--- config.mk ---
export PLATFORM = sky130hd
export DESIGN_NAME = if_stage
export DESIGN_NICKNAME = d
export VERILOG_FILES = /design/src/rtl/if_stage.sv
export SDC_FILE = /design/constraint.sdc
export NUM_CORES = 1
export LEC_CHECK = 0
export ABC_AREA = 0
export BUFFER_PORTS_ARGS = -buffer_cell sky130_fd_sc_hd__buf_2
export CORE_MARGIN = 5
export CORE_UTILIZATION = 40
export CTS_BUF_LIST = sky130_fd_sc_hd__clkbuf_2
export CTS_CLUSTER_SIZE = 40
export DETAILED_ROUTE_END_ITERATION = 16
export GPL_TIMING_DRIVEN = 0
export SLEW_MARGIN = 15
export SYNTH_ARGS = -nofsm -noshare
export SYNTH_HDL_FRONTEND = slang
export SYNTH_SLANG_ARGS = --single-unit
--- constraint.sdc ---
create_clock -name clk -period 2.95 [get_ports clk]
set_clock_uncertainty 0.2 [all_clocks]
set_input_delay 0.295 -clock clk [delete_from_list [all_inputs] [get_ports clk]]
set_output_delay 0.295 -clock clk [all_outputs]
set_load 0.05 [all_outputs]
--- src/rtl/if_stage.sv ---
// if_stage: MIPS instruction fetch with PC, one-deep skid buffer for ID holds, and redirect flush
module if_stage #(
  parameter logic [31:0] RESET_PC = 32'd0
) (
  input  logic        clk,
  input  logic        rst,
  input  logic        stall,
  input  logic        stall_breakpoint,
  input  logic        continue_en,
  input  logic        pc_redirect,
  input  logic [31:0] pc_redirect_target,
  output logic        imem_en,
  output logic [31:0] imem_addr,
  input  logic [31:0] imem_rdata,
  output logic [31:0] if_id_instruction,
  output logic [31:0] if_id_pc_next,
  output logic [31:0] fetch_count
);
  logic [31:0] pc, req_pc, skid_instr, skid_pc, src_instr, src_pc_next;
  logic req_valid, skid_valid, hold, src_valid;
  always_comb begin
    hold = stall | (stall_breakpoint & ~continue_en);
    imem_en = ~rst & (pc_redirect | ~hold);
    imem_addr = pc;
    src_valid = skid_valid | req_valid;
    src_instr = skid_valid ? skid_instr : req_valid ? imem_rdata : 32'd0;
    src_pc_next = skid_valid ? skid_pc + 32'd4 : req_valid ? req_pc + 32'd4 : 32'd0;
  end
  always_ff @(posedge clk) begin
    if (rst) begin
      pc <= RESET_PC;
      req_valid <= 1'b0;
      req_pc <= '0;
      skid_valid <= 1'b0;
      skid_instr <= '0;
      skid_pc <= '0;
      if_id_instruction <= '0;
      if_id_pc_next <= '0;
      fetch_count <= '0;
    end else if (pc_redirect) begin
      pc <= pc_redirect_target;
      req_valid <= 1'b0;
      skid_valid <= 1'b0;
      if_id_instruction <= '0;
      if_id_pc_next <= '0;
    end else if (hold) begin
      // no request issues while held, so the in-flight read parks in the skid
      req_valid <= 1'b0;
      if (req_valid) begin
        skid_valid <= 1'b1;
        skid_instr <= imem_rdata;
        skid_pc <= req_pc;
      end
    end else begin
      if_id_instruction <= src_instr;
      if_id_pc_next <= src_pc_next;
      fetch_count <= fetch_count + {31'd0, src_valid};
      skid_valid <= 1'b0;
      req_pc <= pc;
      req_valid <= 1'b1;
      pc <= pc + 32'd4;
    end
  end
endmodule

==> results.toml <==
[outcome]
status = "complete, no violations"

[clock_network]
root_buffer = "clkbuf_2"
cts_buffers = 59
cts_setup_buffers = 0
clk_latency_ps = 840
clkTransAtPathRegs_ps = 110
cts.sinks = 226
cts_buffer_depth = 3
h-tree-depth = 2
cts_tree = "yes"

[timing]
rsz0062_at_grt = "false"
max_slew_margin = 0.377
hold_viol_final = 0
worst_pin_slew_ps = 935
fin_tns_setup_ps = 0
fin_crit_sh = 0.928
finalSetupViolations = 0
drv_slew = 0
clock.fmax_ghz = 0.365
timing.hold.ws_ps = 67.3
min_period_ps = 2740

[power]
power.density_nw_per_um2 = 443
power.total_mw = 5.87
pwr-share-clk = 0.356
internal_power_mw = 4.14
seq_power_share = 0.541
ir_drop_v = 0.000285
power_leakage_nw = 5.02
sw_frac_of_total = 0.296
power_frac_comb = 0.103
power_switching_mw = 1.74

[synthesis]
post_synth.cell_area_avg_um2 = 8.02
ys.flop_type = "dfxtp_1"
syn_area_um2 = 10100
synth_top_area_frac = 0.448
syn_nets = 1334
synth_edf_count = 0
synth_cell_types = 49
ys_warn_count = 0
synth.largest_area_cell = "dfxtp_1"
postSynthCellCount = 1259
synth-async-reset-ratio = 0
yosysMostFrequentCell = "nand2_1"
synth_common_cells = "nand2_1 (287), dfxtp_1 (226), a21oi_1 (121)"
ys_ff_latch = 226
seq_area_frac_synth = 0.448
synthTopCellsByArea = "dfxtp_1 (45%), nand2_1 (11%), a21oi_1 (6.0%)"

[worst_setup_path]
reg2reg_slack_ps = 210
critPathLaunchType = "flop"
end_kind = "flop"
path_class = "flop to flop"
cp.arrival_ps = 3260
crit_required_ps = 3470
crit_fanout = 10

[global_route]
grt_max_degree = 16
antenna_found_initial = 1
grt_overflow = 0
grt_use_total = 0.224
grt_pass1_vias = 10200
grt_pass1_wl_um = 52700

[detailed_routing]
antenna_left = 0
via_per_inst = 5.22
wl_per_cell_um = 16.7
vias = 10500
drc = 0
wl_um = 33500
drt-initial-drc-count = 771
drtPass1Iterations = 5

[die]
start_util = 0.403
pin_count = 199
die_h_um = 169
row_count = 58
die-width_um = 169
die_area_um2 = 28500
coreArea_um2 = 25000

[worst_hold_path]
hp-class = "primary input to flop"

[place]
gp_congestion = 0.884
port-buffer-count = 196
dp.cells = 1786
hpwl_um = 23500

[cells_and_area]
final_layout_size_suffix_gt1_frac = 0.189
nets = 1713
stdcell_count = 2008
syn_to_final_growth_pct = 31.3
fillers = 2493

[run]
drv_cap = 0
==> worst paths after layout <==
| check | endpoint | cells past startpoint | from |
|---|---|---|---|
| hold reg to reg | if_id_instruction[3]$_SDFFE_PP0P_ | 2 | if_id_instruction[3]$_SDFFE_PP0P_ |
| hold / removal | imem_addr[9]$_SDFFE_PP0N_ | 3 | rst |
| setup reg to reg | fetch_count[16]$_SDFFE_PP0P_ | 10 | skid_valid$_SDFFE_PP0P_ |
| setup / recovery | fetch_count[16]$_SDFFE_PP0P_ | 10 | skid_valid$_SDFFE_PP0P_ |
==> power by group through the flow <==
stage               Sequential [mW]  Clock (mW)  Combinational [mW]
floorplan                      3.33           0               0.189
global placement               3.24           0               0.466
detailed placement             3.24           0               0.471
CTS                            3.17        2.15               0.602
global route                   3.18        2.32               0.652
finish                         3.18        2.09               0.607
==> routing by layer <==
metal  global-route usage  wire (µm)
met1                0.292      15000
met2                0.358      15000
met3               0.0553       2300
met4               0.0893       1110
met5                    0          0
==> logic make-up after synthesis <==
kind of cell | count (synthesis) | synth area share
and+or+nand+nor | 548 | 0.254
AOI/OAI and AO/OA | 289 | 0.174
DFF | 226 | 0.448
buffers and inverters | 100 | 0.0380
xor gates and xnor gates | 86 | 0.0746
muxes | 5 | 0.00496
adders and majority gates | 5 | 0.00619
==> through the flow <==
stage / utilization / setup slack, ps / instance area (µm²)
CTS: 0.529 / 0.920 / 13200
finish: 0.530 / 213 / 13300
global route: 0.530 / 56.0 / 13300
global placement: 0.459 / -769 / 11500
floorplan: - / 266 / 10100
detailed placement: 0.460 / -759 / 11500
==> critical path: stages, from the launching register on <==
cell and delay [ps]:
dfxtp_4 440, clkbuf_4 250, or2_2 170, ha_1 180, ha_1 260, nand4_1 180, nor4_4 230, buf_2 310
nand4_1 160, xor2_1 180, nor2_1 60
==> state kept, by name, indices dropped and copies added (netlist names) <==
register and cells:
if_id_instruction 32, fetch_count 32, imem_addr 32, if_id_pc_next 32, req_pc 32, skid_pc 32
skid_valid 1, skid_instr 32, req_valid 1
==> cell usage in the layout (no fill, tap or decap), drive strengths merged, types with 3 or more instances in the layout <==
cell	n
dfxtp	226
o211ai	9
and2	8
and4	14
clkbuf	169
nor4	14
o21ai	59
nand4	53
and3	13
buf	206
nand3	35
a21oi	121
nor3	15
nor2b	3
o21a	5
or3	12
ha	5
nor4b	3
nor2	70
o221ai	4
nand2	287
a311oi	5
xor2	42
inv	11
o31ai	6
or4	10
dlygate4sd3	123
a221o	8
mux2i	5
xnor2	44
a22oi	47
or2	6
clkinv	7
a211oi	15
==> timing repair <==
action | CTS | global route
gates resized for setup | 4 | 8
cloned | 0 | 0
endpoints found under the hold margin | 103 | 0
hold buffers | 123 | 0
setup endpoints to repair | 27 | 15
==> final cells by class <==
type | instances | area (µm²) | area share
Multi-Input combinational cell | 933 | 5230 | 0.394
Buffer | 87 | 340 | 0.0257
Inverter | 11 | 41.3 | 0.00311
Clock buffer | 91 | 455 | 0.0343
Sequential cell | 226 | 4530 | 0.341
Antenna cell | 2 | 5.00 | 0.000377
Tap cell | 330 | 413 | 0.0311
Clock inverter | 8 | 33.8 | 0.00255
Timing Repair Buffer | 320 | 2220 | 0.167
Note: power is estimated with default switching activity, not from simulation.
